--- src/rtl/proj_div_pkg.sv ---
// Shared definitions for the divider sequencer: CSR map of the divider peripheral,
// FSM state encoding and result status codes.
package proj_div_pkg;

  localparam logic [31:0] ADDR_DVD   = 32'h3000_0000;
  localparam logic [31:0] ADDR_DVS   = 32'h3000_0004;
  localparam logic [31:0] ADDR_QUO   = 32'h3000_0008;
  localparam logic [31:0] ADDR_FINI  = 32'h3000_0014;
  localparam logic [31:0] ADDR_START = 32'h3000_0018;

  localparam logic [1:0] STATUS_OK      = 2'b00;
  localparam logic [1:0] STATUS_TIMEOUT = 2'b01;
  localparam logic [1:0] STATUS_BAD_DVS = 2'b10;

  typedef enum logic [3:0] {
    IDLE,
    CHECK,
    WR_DVD,
    WR_DVS,
    WR_START,
    GAP,
    RD_FINI,
    RD_QUO,
    PUSH
  } state_t;

  function automatic logic is_bus_state(input state_t s);
    return (s == WR_DVD) || (s == WR_DVS) || (s == WR_START) ||
           (s == RD_FINI) || (s == RD_QUO);
  endfunction

endpackage

--- src/rtl/proj_div_op_fifo.sv ---
// Operand-pair FIFO with first-word fall-through output; a push and pop in the
// same cycle is accepted even when full, leaving the count unchanged.
module proj_div_op_fifo #(
  parameter int W     = 64,
  parameter int DEPTH = 4
) (
  input  logic         clk_i,
  input  logic         reset_i,
  input  logic         push_i,
  input  logic [W-1:0] din_i,
  input  logic         pop_i,
  output logic [W-1:0] dout_o,
  output logic         full_o,
  output logic         empty_o
);

  localparam int AW = $clog2(DEPTH);
  localparam logic [AW:0] FULL_CNT = (AW+1)'(DEPTH);

  logic [W-1:0]  mem_q [DEPTH];
  logic [AW-1:0] wr_ptr_q;
  logic [AW-1:0] rd_ptr_q;
  logic [AW:0]   count_q;
  logic          do_push;
  logic          do_pop;

  assign full_o  = (count_q == FULL_CNT);
  assign empty_o = (count_q == '0);
  assign do_pop  = pop_i && !empty_o;
  assign do_push = push_i && (!full_o || do_pop);
  assign dout_o  = mem_q[rd_ptr_q];

  // Storage carries no reset; emptiness is defined by the pointers alone.
  always_ff @(posedge clk_i) begin
    if (do_push) mem_q[wr_ptr_q] <= din_i;
  end

  always_ff @(posedge clk_i or posedge reset_i) begin
    if (reset_i) begin
      wr_ptr_q <= '0;
      rd_ptr_q <= '0;
      count_q  <= '0;
    end else begin
      if (do_push) wr_ptr_q <= wr_ptr_q + AW'(1);
      if (do_pop)  rd_ptr_q <= rd_ptr_q + AW'(1);
      case ({do_push, do_pop})
        2'b10:   count_q <= count_q + (AW+1)'(1);
        2'b01:   count_q <= count_q - (AW+1)'(1);
        default: count_q <= count_q;
      endcase
    end
  end

endmodule

--- src/rtl/proj_div_sequencer.sv ---
// Drives a Wishbone-attached divider: pops operand pairs, writes them, starts the
// unit, polls FINI with a bounded budget and returns quotient plus status.
// Handshakes: a transfer happens on a rising clk edge where valid and ready are
// both high; valid is never withdrawn and its payload never changes until then.
module proj_div_sequencer
  import proj_div_pkg::*;
#(
  parameter int WBW        = 32,
  parameter int XLEN       = 32,
  parameter int DEPTH      = 4,
  parameter int POLL_LIMIT = 32
) (
  input  logic             clk_i,
  input  logic             reset_i,
  input  logic             op_valid_i,
  output logic             op_ready_o,
  input  logic [XLEN-1:0]  op_dividend_i,
  input  logic [XLEN-1:0]  op_divisor_i,
  output logic             res_valid_o,
  input  logic             res_ready_i,
  output logic [XLEN-1:0]  res_quotient_o,
  output logic [1:0]       res_status_o,
  output logic             wbm_cyc_o,
  output logic             wbm_stb_o,
  output logic             wbm_we_o,
  output logic [WBW/8-1:0] wbm_sel_o,
  output logic [WBW-1:0]   wbm_adr_o,
  output logic [WBW-1:0]   wbm_dat_o,
  input  logic [WBW-1:0]   wbm_dat_i,
  input  logic             wbm_ack_i,
  output logic             busy_o,
  output state_t           dbg_state_o
);

  localparam int PCW = $clog2(POLL_LIMIT + 1);
  localparam logic [PCW-1:0] POLL_LAST = PCW'(POLL_LIMIT - 1);

  state_t            state_q, state_d;
  logic [XLEN-1:0]   dvd_q, dvd_d;
  logic [XLEN-1:0]   dvs_q, dvs_d;
  logic [XLEN-1:0]   quo_q, quo_d;
  logic [1:0]        status_q, status_d;
  logic [PCW-1:0]    poll_q, poll_d;
  logic              gap_cnt_q, gap_cnt_d;
  logic              acked_q;

  logic              fifo_pop;
  logic              fifo_full;
  logic              fifo_empty;
  logic [2*XLEN-1:0] fifo_dout;
  logic              access;
  logic              ack;

  proj_div_op_fifo #(
    .W     (2 * XLEN),
    .DEPTH (DEPTH)
  ) u_op_fifo (
    .clk_i   (clk_i),
    .reset_i (reset_i),
    .push_i  (op_valid_i && op_ready_o),
    .din_i   ({op_dividend_i, op_divisor_i}),
    .pop_i   (fifo_pop),
    .dout_o  (fifo_dout),
    .full_o  (fifo_full),
    .empty_o (fifo_empty)
  );

  assign op_ready_o = !fifo_full;

  // acked_q blanks the strobe for the cycle after every ack, so accesses
  // never run back to back and the GAP dwell starts with the bus already idle.
  assign access    = is_bus_state(state_q) && !acked_q;
  assign ack       = access && wbm_ack_i;
  assign wbm_cyc_o = access;
  assign wbm_stb_o = access;

  always_comb begin
    wbm_we_o  = 1'b0;
    wbm_sel_o = '0;
    wbm_adr_o = '0;
    wbm_dat_o = '0;
    if (access) begin
      wbm_sel_o = '1;
      unique case (state_q)
        WR_DVD: begin
          wbm_we_o  = 1'b1;
          wbm_adr_o = WBW'(ADDR_DVD);
          wbm_dat_o = WBW'(dvd_q);
        end
        WR_DVS: begin
          wbm_we_o  = 1'b1;
          wbm_adr_o = WBW'(ADDR_DVS);
          wbm_dat_o = WBW'(dvs_q);
        end
        WR_START: begin
          wbm_we_o  = 1'b1;
          wbm_adr_o = WBW'(ADDR_START);
        end
        RD_FINI:  wbm_adr_o = WBW'(ADDR_FINI);
        RD_QUO:   wbm_adr_o = WBW'(ADDR_QUO);
        default:  wbm_adr_o = '0;
      endcase
    end
  end

  always_comb begin
    state_d   = state_q;
    dvd_d     = dvd_q;
    dvs_d     = dvs_q;
    quo_d     = quo_q;
    status_d  = status_q;
    poll_d    = poll_q;
    gap_cnt_d = gap_cnt_q;
    fifo_pop  = 1'b0;
    unique case (state_q)
      IDLE: begin
        if (!fifo_empty) begin
          fifo_pop       = 1'b1;
          {dvd_d, dvs_d} = fifo_dout;
          poll_d         = '0;
          state_d        = CHECK;
        end
      end
      CHECK: begin
        if (dvs_q < XLEN'(2)) begin
          quo_d    = '0;
          status_d = STATUS_BAD_DVS;
          state_d  = PUSH;
        end else begin
          state_d = WR_DVD;
        end
      end
      WR_DVD:   if (ack) state_d = WR_DVS;
      WR_DVS:   if (ack) state_d = WR_START;
      WR_START: begin
        if (ack) begin
          gap_cnt_d = 1'b0;
          state_d   = GAP;
        end
      end
      GAP: begin
        gap_cnt_d = !gap_cnt_q;
        if (gap_cnt_q) state_d = RD_FINI;
      end
      RD_FINI: begin
        if (ack) begin
          if (wbm_dat_i[0]) begin
            state_d = RD_QUO;
          end else begin
            poll_d = poll_q + PCW'(1);
            if (poll_q == POLL_LAST) begin
              quo_d    = '0;
              status_d = STATUS_TIMEOUT;
              state_d  = PUSH;
            end
          end
        end
      end
      RD_QUO: begin
        if (ack) begin
          quo_d    = wbm_dat_i[XLEN-1:0];
          status_d = STATUS_OK;
          state_d  = PUSH;
        end
      end
      PUSH:     if (res_ready_i) state_d = IDLE;
      default:  state_d = IDLE;
    endcase
  end

  always_ff @(posedge clk_i or posedge reset_i) begin
    if (reset_i) begin
      state_q   <= IDLE;
      dvd_q     <= '0;
      dvs_q     <= '0;
      quo_q     <= '0;
      status_q  <= '0;
      poll_q    <= '0;
      gap_cnt_q <= 1'b0;
      acked_q   <= 1'b0;
    end else begin
      state_q   <= state_d;
      dvd_q     <= dvd_d;
      dvs_q     <= dvs_d;
      quo_q     <= quo_d;
      status_q  <= status_d;
      poll_q    <= poll_d;
      gap_cnt_q <= gap_cnt_d;
      acked_q   <= ack;
    end
  end

  assign res_valid_o    = (state_q == PUSH);
  assign res_quotient_o = quo_q;
  assign res_status_o   = status_q;
  assign busy_o         = (state_q != IDLE);
  assign dbg_state_o    = state_q;

endmodule

--- config.mk ---
export PLATFORM = sky130hd
export DESIGN_NAME = proj_div_sequencer
export DESIGN_NICKNAME = d
export VERILOG_FILES = /design/src/rtl/proj_div_pkg.sv /design/src/rtl/proj_div_op_fifo.sv /design/src/rtl/proj_div_sequencer.sv
export SDC_FILE = /design/constraint.sdc
export NUM_CORES = 1
export LEC_CHECK = 0
export ABC_AREA = 1
export BUFFER_PORTS_ARGS = -buffer_cell sky130_fd_sc_hd__buf_2
export CORE_AREA = 2 2 206 208
export CTS_CLUSTER_DIAMETER = 120
export CTS_CLUSTER_SIZE = 12
export DETAILED_ROUTE_END_ITERATION = 10
export DIE_AREA = 0 0 208 210
export GPL_ROUTABILITY_DRIVEN = 0
export HOLD_SLACK_MARGIN = 0.03
export PLACE_DENSITY = 0.64
export SETUP_SLACK_MARGIN = 0.02
export SYNTH_ARGS = -nofsm -noshare
export SYNTH_HDL_FRONTEND = slang
export SYNTH_HIERARCHICAL = 1
export SYNTH_SLANG_ARGS = --single-unit
--- constraint.sdc ---
create_clock -name clk_i -period 5.32 [get_ports clk_i]
set_input_delay 0.532 -clock clk_i [delete_from_list [all_inputs] [get_ports clk_i]]
set_output_delay 0.532 -clock clk_i [all_outputs]
set_load 0.01 [all_outputs]
==> reports/results.ini, run 1 <==
[sta]
tightestPinTransition_ns = 1.08
final.setup_skew_ns = 0.0126
grt_setup_unrepaired = no
final_count_of_negative_setup_slack_endpoints = 0
max_clock_freq_mhz = 269
post-route-min-period_ns = 3.72
final-hold-violation-count = 0
final_min_period_over_clock_period_pct = 69.9
slew_headroom_pct = 28.1
timing_max_transition_violations_final = 0
setup_tns_ns = 0

[synth]
postSynthAreaPerCell_um2 = 10.4
synth-seq-cells = 373
netlist-cell-type-count = 32
post_synth_instance_area_um2 = 16000
yosysWarningCount = 6
synth.yosys.seq_area_share_pct = 66.3
synth_largest_type_area_fraction_pct = 48.0
gate_count_of_the_mapped_netlist = 1535
synth_top_cells_by_area = sky130_fd_sc_hd__edfxtp_1 (48%), sky130_fd_sc_hd__dfrtp_1 (18%), sky130_fd_sc_hd__nor2_1 (6.3%)
yosysTopAreaCell = sky130_fd_sc_hd__edfxtp_1

[critical_path]
critPathLaunchType = flop
worst_path_dominant_cell_family = simple AND/OR/NAND/NOR gates
worst_ep_required_time_ns = 5.53
critical_path_peak_fanout = 51
setup.worst_path.class = reg2reg
critical-path-max-stage-delay_ns = 0.92
end_kind = flop
critical_path_cell_list = inv_2 > nand2_1 > inv_1 > nand2_1 > nor2_4 > buf_4 > inv_1 > nand3_1 > nand2_1 > nor2_4 > buf_4
slowest_stage = sky130_fd_sc_hd__nor2_4
path_buf_inv = 5
cp_common_cell = sky130_fd_sc_hd__nand2_1
crit_arrival_ns = 3.93

[place]
placement.io_buffers = 185
hpwlAfterDp_mm = 23.3

[floorplanning]
fp-row-count = 75
die_width_um = 208
chipHeight_um = 210
design.core.area_um2 = 41500
floorplan.initialDensity_pct = 38.6
ioPinCount = 213
fp.dieArea_um2 = 43700

[pwr]
power.static_leakage_nw = 7.92
total_power_mw = 9.78
ir_drop_mv = 0.311
clockPowerShare_pct = 25.0
power.switching_fraction_pct = 37.3
combPwrFrac_pct = 32.3
p_per_area_nw_per_um2 = 536
p_int_mw = 6.14
seq_power_share_pct = 42.7
net_switching_power_mw = 3.65

[cts]
cts.sink_count = 373
tritoncts.num_buffers = 37
cts_tree = built
clock_tree.buffer_depth = 3
ctsRootBufferMaster = sky130_fd_sc_hd__clkbuf_16
postCtsSetupBuffers = 0
cts_max_level = 2
clock_insertion_delay_worst_skew_ns = 0.54
clkSlewWorstSetupHoldPaths_ns = 0.06

[route]
via_count = 11067
drt-wirelength-per-cell_um = 16.6
detail_route.iter0.violations = 876
antenna_viol_nets_final = 0
avgViaCountPerCell = 4.90
route.final.wire_length_mm = 37.5
drc = 0
dr.pass1.iters = 5

[worst_hold_path]
min-delay-path-class = in2reg

[layout]
highest_count_cells_in_the_layout_ignoring_fill_and_taps = sky130_fd_sc_hd__nor2_1 (265), sky130_fd_sc_hd__edfxtp_1 (256), sky130_fd_sc_hd__nand2_1 (224), sky130_fd_sc_hd__buf_2 (185), sky130_fd_sc_hd__inv_1 (166)
num-nets-final = 1797
post_route_cells_drive_above_1_share_pct = 15.7
layout_commonest_cell = sky130_fd_sc_hd__nor2_1
area_growth_syn_to_layout_pct = 13.9
fill_cells = 3976

[global_route]
number_of_antenna_violations_at_the_first_check_in_global_routing = 8
grt_first_pass_wirelength_mm = 59.3
grt_start_max_net_pins = 91
grt_overflow = 0
first_global_vias = 10814
groute.usage.overall_pct = 17.1

[flow_run]
timing.max_cap.violations = 0

[run_status]
run_status = finished clean

flip-flops by register name, summed over array words and instances (netlist names):
register / cells
acked_q: 1
dbg_state_o: 4
dvd_q: 32
dvs_q: 32
gap_cnt_q: 1
poll_q: 6
res_quotient_o: 32
res_status_o: 2
u_op_fifo/count_q: 3
u_op_fifo/mem_q: 256
u_op_fifo/rd_ptr_q: 2
u_op_fifo/wr_ptr_q: 2
cell usage after synthesis, drive strengths merged:
cell type and count:
nor2 273, o21ai 271, edfxtp 256, nand2 226, inv 174, dfrtp 117
buf 98, nand4 36, o22ai 33, clkbuf 16, nand3 15, ha 6
nor3 3, or2 3, a21oi 2, a211oi 1, conb 1, fa 1
o311ai 1, xnor2 1, xor2 1
layer usage:
metal	GRT usage, %	share of wire [%]
met3	3.04	6.9
met1	22.7	43
met4	5.31	2.2
met2	28.8	48
met5	0	0.12
power groups by stage:
stage / Sequential (mW) / Clock (mW) / Combinational [mW]
after floorplan: 4.17 / 0 / 2.49
after global placement: 4.22 / 0 / 3.13
after detailed placement: 4.24 / 0 / 3.18
after CTS: 4.18 / 2.52 / 3.20
after global routing: 4.26 / 2.63 / 3.58
final: 4.18 / 2.45 / 3.16
logic make-up after synthesis:
logic type	after synthesis	synth area share, %
AOI/OAI and AO/OA	308	9.95
xor gates and xnor gates	2	0.109
adders and majority gates	7	0.594
buffers and inverters	288	8.88
DFF	373	66.3
other	1	0.0234
and+or+nand+nor	556	14.1
area by class of cell:
class | count | area (um2) | share of cell area (%)
Sequential cell | 373 | 10600 | 58.2
Multi-Input combinational cell | 900 | 4110 | 22.5
Timing Repair Buffer | 203 | 1060 | 5.83
Clock buffer | 64 | 1060 | 5.80
Tap cell | 539 | 674 | 3.70
Inverter | 174 | 658 | 3.61
Clock inverter | 3 | 47.5 | 0.261
Antenna cell | 2 | 5.00 | 0.0274
timing repair:
| action | in CTS | in global routing |
|---|---|---|
| resized for setup | 0 | 0 |
| hold buffers | 1 | 0 |
| hold endpoints to repair | 7 | 0 |
path summary, 6_finish.rpt:
| kind | startpoint | endpoint | slack [ns] | depth (start not counted) |
|---|---|---|---|---|
| setup / recovery | dbg_state_o[1]$_DFFE_PP0P_ | u_op_fifo/mem_q[0][16]$_DFFE_PP_ | 1.60 | 11 |
| hold reg to reg | res_status_o[1]$_DFFE_PP0P_ | res_status_o[1]$_DFFE_PP0P_ | 0.48 | 2 |
| setup reg to reg | dbg_state_o[1]$_DFFE_PP0P_ | u_op_fifo/mem_q[0][16]$_DFFE_PP_ | 1.60 | 11 |
| min in group asynchronous | reset_i | u_op_fifo/count_q[0]$_DFFE_PP0P_ | 0.54 | 3 |
| hold / removal | op_dividend_i[5] | u_op_fifo/mem_q[2][37]$_DFFE_PP_ | 0.20 | 1 |
| max in group asynchronous | reset_i | res_quotient_o[11]$_DFFE_PP0P_ | 3.45 | 4 |
worst register-to-register path, cell delays in order (launching register included):
cell and delay [ns]:
sky130_fd_sc_hd__dfrtp_1 0.44, sky130_fd_sc_hd__inv_2 0.18, sky130_fd_sc_hd__nand2_1 0.14, sky130_fd_sc_hd__inv_1 0.10, sky130_fd_sc_hd__nand2_1 0.12, sky130_fd_sc_hd__nor2_4 0.10
sky130_fd_sc_hd__buf_4 0.40, sky130_fd_sc_hd__inv_1 0.10, sky130_fd_sc_hd__nand3_1 0.14, sky130_fd_sc_hd__nand2_1 0.29, sky130_fd_sc_hd__nor2_4 0.92, sky130_fd_sc_hd__buf_4 0.45
stage by stage:
step           hold slack (ns)  cells  util (%)  setup WS (ns)  instance area (um2)
6_report                 0.204   2258      44.0           1.60                18200
5_1_grt                  0.190   2258      44.0           1.33                18200
4_1_cts                  0.180   2256      44.0           1.53                18200
3_5_place_dp             0.461   2188      41.3           1.55                17100
3_3_place_gp             0.457   2188      41.3           1.68                17100
2_1_floorplan            0.335   1561         -          0.416                16100
(Power assumes the default switching activity.)
==> inputs of run 2 (changes only) <==
==> constraint.sdc (replaced) <==
create_clock -name clk_i -period 3.6 [get_ports clk_i]
set_input_delay 0.36 -clock clk_i [delete_from_list [all_inputs] [get_ports clk_i]]
set_output_delay 0.36 -clock clk_i [all_outputs]
set_load 0.01 [all_outputs]
==> reports/results.ini, run 2 (synthesized netlist as in run 1, its figures left out) <==
[critical_path]
setup.worst_path.class = reg2out
critical_path_peak_fanout = 19  ; -63%
cells_on_worst_reg2reg_path = 15  ; +4
end_kind = output pin
slowest_stage = sky130_fd_sc_hd__inv_1
worst_ep_required_time_ns = 3.24  ; -2.29 ns
critical_path_cell_list = inv_2 > nor2_4 > nand2_4 > o21ai_0 > nand2_1 > inv_1 > buf_4 > nand2_1 > inv_1 > buf_2
worst_r2r_endpoint = u_op_fifo/count_q[2]$_DFFE_PP0P_
critical-path-max-stage-delay_ns = 0.64  ; -0.28 ns
r2r-start = dbg_state_o[1]$_DFFE_PP0P_
rrSetupSlack_ns = 0.93  ; -0.67 ns
critPathLaunchType = flop
crit_arrival_ns = 2.80  ; -1.13 ns

[run_status]
run_status = finished clean

[cts]
clock_tree.buffer_depth = 3  ; unchanged
clkSlewWorstSetupHoldPaths_ns = 0.06  ; about the same
cts_max_level = 2  ; unchanged
ctsRootBufferMaster = sky130_fd_sc_hd__clkbuf_16
cts_tree = built
cts.sink_count = 373  ; unchanged
post_cts_resized = 0  ; unchanged
tritoncts.num_buffers = 37  ; unchanged
clock_insertion_delay_worst_skew_ns = 0.53  ; about the same

[global_route]
first_global_vias = 10942  ; +1.2%
number_of_antenna_violations_at_the_first_check_in_global_routing = 1  ; -7
grt_overflow = 0  ; unchanged
grt_start_max_net_pins = 131  ; +44%
grt_first_pass_wirelength_mm = 59.9  ; +1.1%
groute.usage.overall_pct = 17.3  ; +0.16 points

[place]
placed_cells_incl_taps = 2191  ; +0.14%
place_worst_setup_slack_ns = 0.930  ; -0.622 ns
hpwlAfterDp_mm = 23.8  ; +2.1%
placement.io_buffers = 185  ; unchanged

[floorplanning]
fp-row-count = 75  ; unchanged
design.core.area_um2 = 41500  ; unchanged
ioPinCount = 213  ; unchanged
floorplan.initialDensity_pct = 38.6  ; unchanged
chipHeight_um = 210  ; unchanged
fp.dieArea_um2 = 43700  ; unchanged
die_width_um = 208  ; unchanged

[flow_run]
timing.max_cap.violations = 0  ; unchanged

[worst_hold_path]
min-delay-path-class = in2reg
timing.hold.worst_endpoint = u_op_fifo/mem_q[2][13]$_DFFE_PP_
whs_path_depth = 1  ; unchanged
holdCritStartpoint = op_divisor_i[13]

[pwr]
total_power_mw = 14.6  ; +49%
p_per_area_nw_per_um2 = 782  ; +46%
power.switching_fraction_pct = 37.4  ; +0.11 points
combPwrFrac_pct = 33.8  ; +1.5 points
seq_power_share_pct = 41.6  ; -1.1 points
net_switching_power_mw = 5.46  ; +50%
power.static_leakage_nw = 8.11  ; +2.4%
clockPowerShare_pct = 24.6  ; -0.4 points
p_int_mw = 9.15  ; +49%
ir_drop_mv = 0.503  ; +61%

[layout]
largest_register_ff_count = 256  ; unchanged
num-nets-final = 1837  ; +2.2%
final_util_pct = 45.1  ; +1.1 points
largest-register = u_op_fifo/mem_q
post_route_cells_drive_above_1_share_pct = 15.4  ; -0.23 points
highest_count_cells_in_the_layout_ignoring_fill_and_taps = sky130_fd_sc_hd__nor2_1 (265), sky130_fd_sc_hd__edfxtp_1 (256), sky130_fd_sc_hd__nand2_1 (224), sky130_fd_sc_hd__buf_2 (185), sky130_fd_sc_hd__inv_1 (166)
area_growth_syn_to_layout_pct = 16.7
final_cell_count_without_fillers = 2296  ; +1.7%
layout_commonest_cell = sky130_fd_sc_hd__nor2_1

[route]
route.final.wire_length_mm = 37.9  ; +1.0%
dr.pass1.iters = 4  ; -1
via_count = 11281  ; +1.9%
drt-wirelength-per-cell_um = 16.5  ; -0.65%
detail_route.iter0.violations = 986  ; +13%
avgViaCountPerCell = 4.91  ; +0.25%
drc = 0  ; unchanged
antenna_viol_nets_final = 0  ; unchanged

[sta]
slew_headroom_pct = 42.2  ; +14 points
final_count_of_negative_setup_slack_endpoints = 0  ; unchanged
final-hold-violation-count = 0  ; unchanged
post-route-min-period_ns = 3.16
timing_max_transition_violations_final = 0  ; unchanged
max_clock_freq_mhz = 317
final_min_period_over_clock_period_pct = 87.8
worst_hold_slack_ns = 0.0548  ; -0.149 ns
grt_setup_unrepaired = no
tightestPinTransition_ns = 0.867  ; -0.208 ns
finalWorstSetupSlack_ns = 0.441  ; -1.16 ns
final.setup_skew_ns = 0.0110  ; -0.00164 ns

## run 2: changes by cell type in the layout (fill, tap and decap cells not counted)
cell,previous run,this run
sky130_fd_sc_hd__buf_4,17,14
sky130_fd_sc_hd__diode_2,2,1
sky130_fd_sc_hd__buf_12,0,6
sky130_fd_sc_hd__clkbuf_8,1,0
sky130_fd_sc_hd__dlygate4sd3_1,1,38
## run 2: what timing repair did
| item | CTS | global route |
|---|---|---|
| hold buffers | 38 | 0 |
| hold endpoints to repair | 192 | 0 |
| buffers inserted | 0 | 0 |
## run 2: worst max path at each step
stage	depth (start not counted)	slack [ns]	end	start
floorplan	11	-0.28	u_op_fifo/mem_q[0][0]$_DFFE_PP_	dbg_state_o[1]$_DFFE_PP0P_
global placement	10	1.07	u_op_fifo/mem_q[3][36]$_DFFE_PP_	dbg_state_o[1]$_DFFE_PP0P_
detailed placement	15	0.93	u_op_fifo/count_q[2]$_DFFE_PP0P_	dbg_state_o[1]$_DFFE_PP0P_
CTS	10	0.43	wbm_dat_o[8]	dbg_state_o[2]$_DFFE_PP0P_
global route	10	0.26	wbm_dat_o[28]	dbg_state_o[2]$_DFFE_PP0P_
finish	10	0.44	wbm_dat_o[8]	dbg_state_o[2]$_DFFE_PP0P_
## run 2: cell type report
type | count | area, um2
clock buffers | 63 | 1040
multi-input cells | 900 | 4110
well taps | 539 | 674
clock inverters | 3 | 47.5
fillers | 3908 | 22800
inverters | 174 | 658
diodes | 1 | 2.50
flip-flops and latches | 373 | 10600
repair buffers | 243 | 1530
## run 2: power by group through the flow
stage	combinational (mW)	sequential, mW	clock, mW
finish	4.94	6.08	3.59
global route	5.59	6.18	3.84
CTS	4.99	6.08	3.69
detailed placement	4.93	6.16	0
global placement	4.85	6.13	0
floorplan	3.69	6.13	0
## run 2: through the flow
step	area [um2]	setup TNS, ns
3_3_place_gp	17200	0
5_1_grt	18700	0
4_1_cts	18700	0
2_1_floorplan	16100	-71.03
3_5_place_dp	17200	0
6_report	18700	0
## run 2: critical path, delay by kind of cell (launching register included)
family | cells | cell delay (ns)
AO/OA/AOI/OAI | 1 | 0.11
buffers and inverters | 5 | 1.22
flip-flops | 1 | 0.42
AND/OR/NAND/NOR | 4 | 0.51
## run 2: layer usage
layer	vias up	track usage (%)	part of all wire, %	routed length [um]
met5	-	0	0	0
met4	0	4.74	2.1	801
met3	52	3.02	6.6	2500
met2	375	28.5	48	18100
met1	5410	23.6	44	16500
li1	5444	-	-	-
==> inputs of run 3 (changes only) <==
--- a/config.mk
+++ b/config.mk
@@ -5,16 +5,16 @@
 export SDC_FILE = /design/constraint.sdc
 export NUM_CORES = 1
 export LEC_CHECK = 0
-export ABC_AREA = 1
+export ABC_AREA = 0
 export BUFFER_PORTS_ARGS = -buffer_cell sky130_fd_sc_hd__buf_2
-export CORE_AREA = 2 2 206 208
+export CORE_AREA = 2 2 183 221
 export CTS_CLUSTER_DIAMETER = 120
 export CTS_CLUSTER_SIZE = 12
 export DETAILED_ROUTE_END_ITERATION = 10
-export DIE_AREA = 0 0 208 210
+export DIE_AREA = 0 0 185 223
 export GPL_ROUTABILITY_DRIVEN = 0
 export HOLD_SLACK_MARGIN = 0.03
-export PLACE_DENSITY = 0.64
+export PLACE_DENSITY = 0.65
 export SETUP_SLACK_MARGIN = 0.02
 export SYNTH_ARGS = -nofsm -noshare
 export SYNTH_HDL_FRONTEND = slang
==> reports/results.ini, run 3 <==
[run_status]
run_status = finished clean

[worst_hold_path]
min-delay-path-class = in2reg
holdCritStartpoint = op_divisor_i[9]

[pwr]
p_per_area_nw_per_um2 = 788  ; +0.86%
ir_drop_mv = 0.442  ; -12%
power.static_leakage_nw = 6.90  ; -15%

[global_route]
number_of_antenna_violations_at_the_first_check_in_global_routing = 1  ; unchanged
first_global_vias = 8481  ; -22%
grt_first_pass_wirelength_mm = 48.9  ; -18%
grt_overflow = 0  ; unchanged
grt_start_max_net_pins = 67  ; -49%
groute.usage.overall_pct = 15.7  ; -1.6 points

[sta]
final_count_of_negative_setup_slack_endpoints = 0  ; unchanged
finalWorstSetupSlack_ns = 0.727  ; +0.286 ns
final_min_period_over_clock_period_pct = 79.8  ; -7.9 points
slew_headroom_pct = 49.8  ; +7.6 points
final.setup_skew_ns = 0.0161  ; +0.00506 ns
tightestPinTransition_ns = 0.751  ; -0.117 ns
final-hold-violation-count = 0  ; unchanged
grt_setup_unrepaired = no
setup_tns_ns = 0  ; unchanged
max_clock_freq_mhz = 348  ; +10%
timing_max_transition_violations_final = 0  ; unchanged
post-route-min-period_ns = 2.87  ; -0.286 ns

[synth]
yosysWarningCount = 6  ; unchanged
synth_enable_flop_cells = 256  ; unchanged
post_synth_instance_area_um2 = 15100  ; -5.6%
synth_largest_type_area_fraction_pct = 50.9  ; +2.9 points
postSynth.asyncResetShare_pct = 31.4  ; unchanged
netlist-cell-type-count = 57  ; +78%
synth_top_cells_by_area = sky130_fd_sc_hd__edfxtp_1 (51%), sky130_fd_sc_hd__dfrtp_1 (19%), sky130_fd_sc_hd__mux4_2 (9.5%)
synth.yosys.seq_area_share_pct = 70.3  ; +4.0 points
synth_most_common_cell = sky130_fd_sc_hd__edfxtp_1
ys.flop_type = sky130_fd_sc_hd__edfxtp_1
netlist_top_cells_count = sky130_fd_sc_hd__edfxtp_1 (256), sky130_fd_sc_hd__dfrtp_1 (117), sky130_fd_sc_hd__mux2_2 (64), sky130_fd_sc_hd__mux4_2 (64)
gate_count_of_the_mapped_netlist = 870  ; -43%
yosysTopAreaCell = sky130_fd_sc_hd__edfxtp_1
postSynthAreaPerCell_um2 = 17.4  ; +67%
synth-seq-cells = 373  ; unchanged

[critical_path]
crit_arrival_ns = 2.51  ; -0.29 ns
setup.worst_path.class = reg2out
worst_ep_required_time_ns = 3.24  ; about the same
end_kind = output pin
critPathLaunchType = flop
critical_path_peak_fanout = 22  ; +3
r2r-start = dbg_state_o[1]$_DFFE_PP0P_
timing.critical_path.from = dbg_state_o[2]$_DFFE_PP0P_

[layout]
post_route_cells_drive_above_1_share_pct = 34.3  ; +19 points
area_growth_syn_to_layout_pct = 21.2
layout_commonest_cell = sky130_fd_sc_hd__edfxtp_1
stdcell_area_um2 = 18300  ; -2.0%
largest_register_ff_count = 256  ; unchanged
highest_count_cells_in_the_layout_ignoring_fill_and_taps = sky130_fd_sc_hd__edfxtp_1 (256), sky130_fd_sc_hd__buf_2 (185), sky130_fd_sc_hd__dfrtp_1 (115), sky130_fd_sc_hd__mux2_2 (64), sky130_fd_sc_hd__mux4_2 (64)
largest-register = u_op_fifo/mem_q
num-nets-final = 1233  ; -33%

[route]
via_count = 8210  ; -27%
route.final.wire_length_mm = 32.3  ; -15%
drc = 0  ; unchanged
avgViaCountPerCell = 4.87  ; -0.95%
antenna_viol_nets_final = 0  ; unchanged
drt-wirelength-per-cell_um = 19.1  ; +16%
detail_route.iter0.violations = 513  ; -48%
dr.pass1.iters = 4  ; unchanged

[flow_run]
timing.max_cap.violations = 0  ; unchanged

[floorplanning]
chipHeight_um = 223  ; +6.2%
design.core.area_um2 = 39200  ; -5.4%
fp.dieArea_um2 = 41300  ; -5.6%
fp-row-count = 80  ; +6.7%
ioPinCount = 213  ; unchanged
die_width_um = 185  ; -11%
floorplan.initialDensity_pct = 38.5  ; -0.093 points

[cts]
cts_max_level = 2  ; unchanged
clock_insertion_delay_worst_skew_ns = 0.53  ; about the same
clkSlewWorstSetupHoldPaths_ns = 0.06  ; about the same
cts.sink_count = 373  ; unchanged
ctsRootBufferMaster = sky130_fd_sc_hd__clkbuf_16
post_cts_resized = 0  ; unchanged
cts_tree = built
clock_tree.buffer_depth = 3  ; unchanged
tritoncts.num_buffers = 37  ; unchanged

[place]
placement.io_buffers = 185  ; unchanged
place_worst_setup_slack_ns = 0.995  ; +0.0654 ns
place_area_um2 = 16600  ; -3.6%
hpwlAfterDp_mm = 20.3  ; -15%

==> run 3: cell types whose count changed in the layout (fill, tap and decap cells not counted), sizes merged, moves of 11 or more <==
cell         before  now
nor2            273   48
mux2i             0   33
a22oi             0   33
nand4            36    2
mux4              0   64
mux2              0   66
nand2           226   36
o21ai           271    3
nand3            15    4
dlygate4sd3      38   62
inv             174   49
o22ai            33    4
==> run 3: final timing paths <==
check	slack (ns)	endpoint	depth (start not counted)
worst min register to register	0.50	gap_cnt_q$_DFFE_PP0P_	2
worst min-delay path	0.05	u_op_fifo/mem_q[0][9]$_DFFE_PP_	1
max in group asynchronous	2.31	dvd_q[17]$_DFFE_PP0P_	4
worst max-delay path	0.73	wbm_dat_o[2]	5
min in group asynchronous	0.36	u_op_fifo/count_q[1]$_DFFE_PP0P_	3
worst max register to register	0.98	u_op_fifo/count_q[2]$_DFFE_PP0P_	10
==> run 3: logic make-up after synthesis <==
| group | after synthesis | synth area share, % |
|---|---|---|
| AND/OR/NAND/NOR | 131 | 4.27 |
| other | 1 | 0.0248 |
| adder cells (fa/ha/maj) | 7 | 0.629 |
| flip-flops | 373 | 70.3 |
| multiplexers | 163 | 16.7 |
| buffers and inverters | 124 | 4.31 |
| XOR/XNOR | 10 | 0.580 |
| AO/OA/AOI/OAI | 61 | 3.22 |
==> run 3: where the power goes <==
part	leakage, nW	switching (mW)	internal, mW	total [mW]
Clock	0.522	1.56	2.00	3.56
Sequential	3.80	0.684	5.80	6.48
Combinational	2.58	2.22	2.17	4.39
==> run 3: critical path, cell delays in order, from the launching register on <==
cell and delay (ns):
sky130_fd_sc_hd__dfrtp_1 0.54, sky130_fd_sc_hd__nor2b_1 0.23, sky130_fd_sc_hd__o21ai_4 0.60, sky130_fd_sc_hd__buf_4 0.34, sky130_fd_sc_hd__nor2_1 0.11, sky130_fd_sc_hd__buf_2 0.15
==> run 3: per-layer routing <==
layer	vias to the layer above	track usage [%]	wire, um
li1	3765	-	-
met1	4148	19.6	13300
met2	247	27.4	16500
met3	50	2.81	1760
met5	-	0	0
met4	0	5.25	785
==> run 3: cell type report <==
| class | count | area (um2) |
|---|---|---|
| repair buffers | 267 | 1780 |
| clock inverters | 3 | 47.5 |
| flip-flops and latches | 373 | 10600 |
| inverters | 47 | 179 |
| well taps | 533 | 667 |
| fillers | 3380 | 20900 |
| clock buffers | 64 | 1050 |
| multi-input cells | 399 | 3960 |
| diodes | 1 | 2.50 |
==> run 3: what timing repair did <==
action / 4_1_cts / 5_1_grt
setup buffers: 0 / 0
endpoints found under the hold margin: 279 / 0
hold buffers: 62 / 0
==> run 3: per-stage QoR <==
step | cells | power (mW) | hold slack, ns | util [%]
6_report | 1687 | 14.4 | 0.0524 | 46.7
5_1_grt | 1687 | 15.2 | 0.0404 | 46.7
4_1_cts | 1686 | 14.7 | 0.0321 | 46.7
3_5_place_dp | 1557 | 11.0 | 0.355 | 42.3
3_3_place_gp | 1557 | 10.9 | 0.357 | 42.3
2_1_floorplan | 896 | 9.63 | 0.163 | -
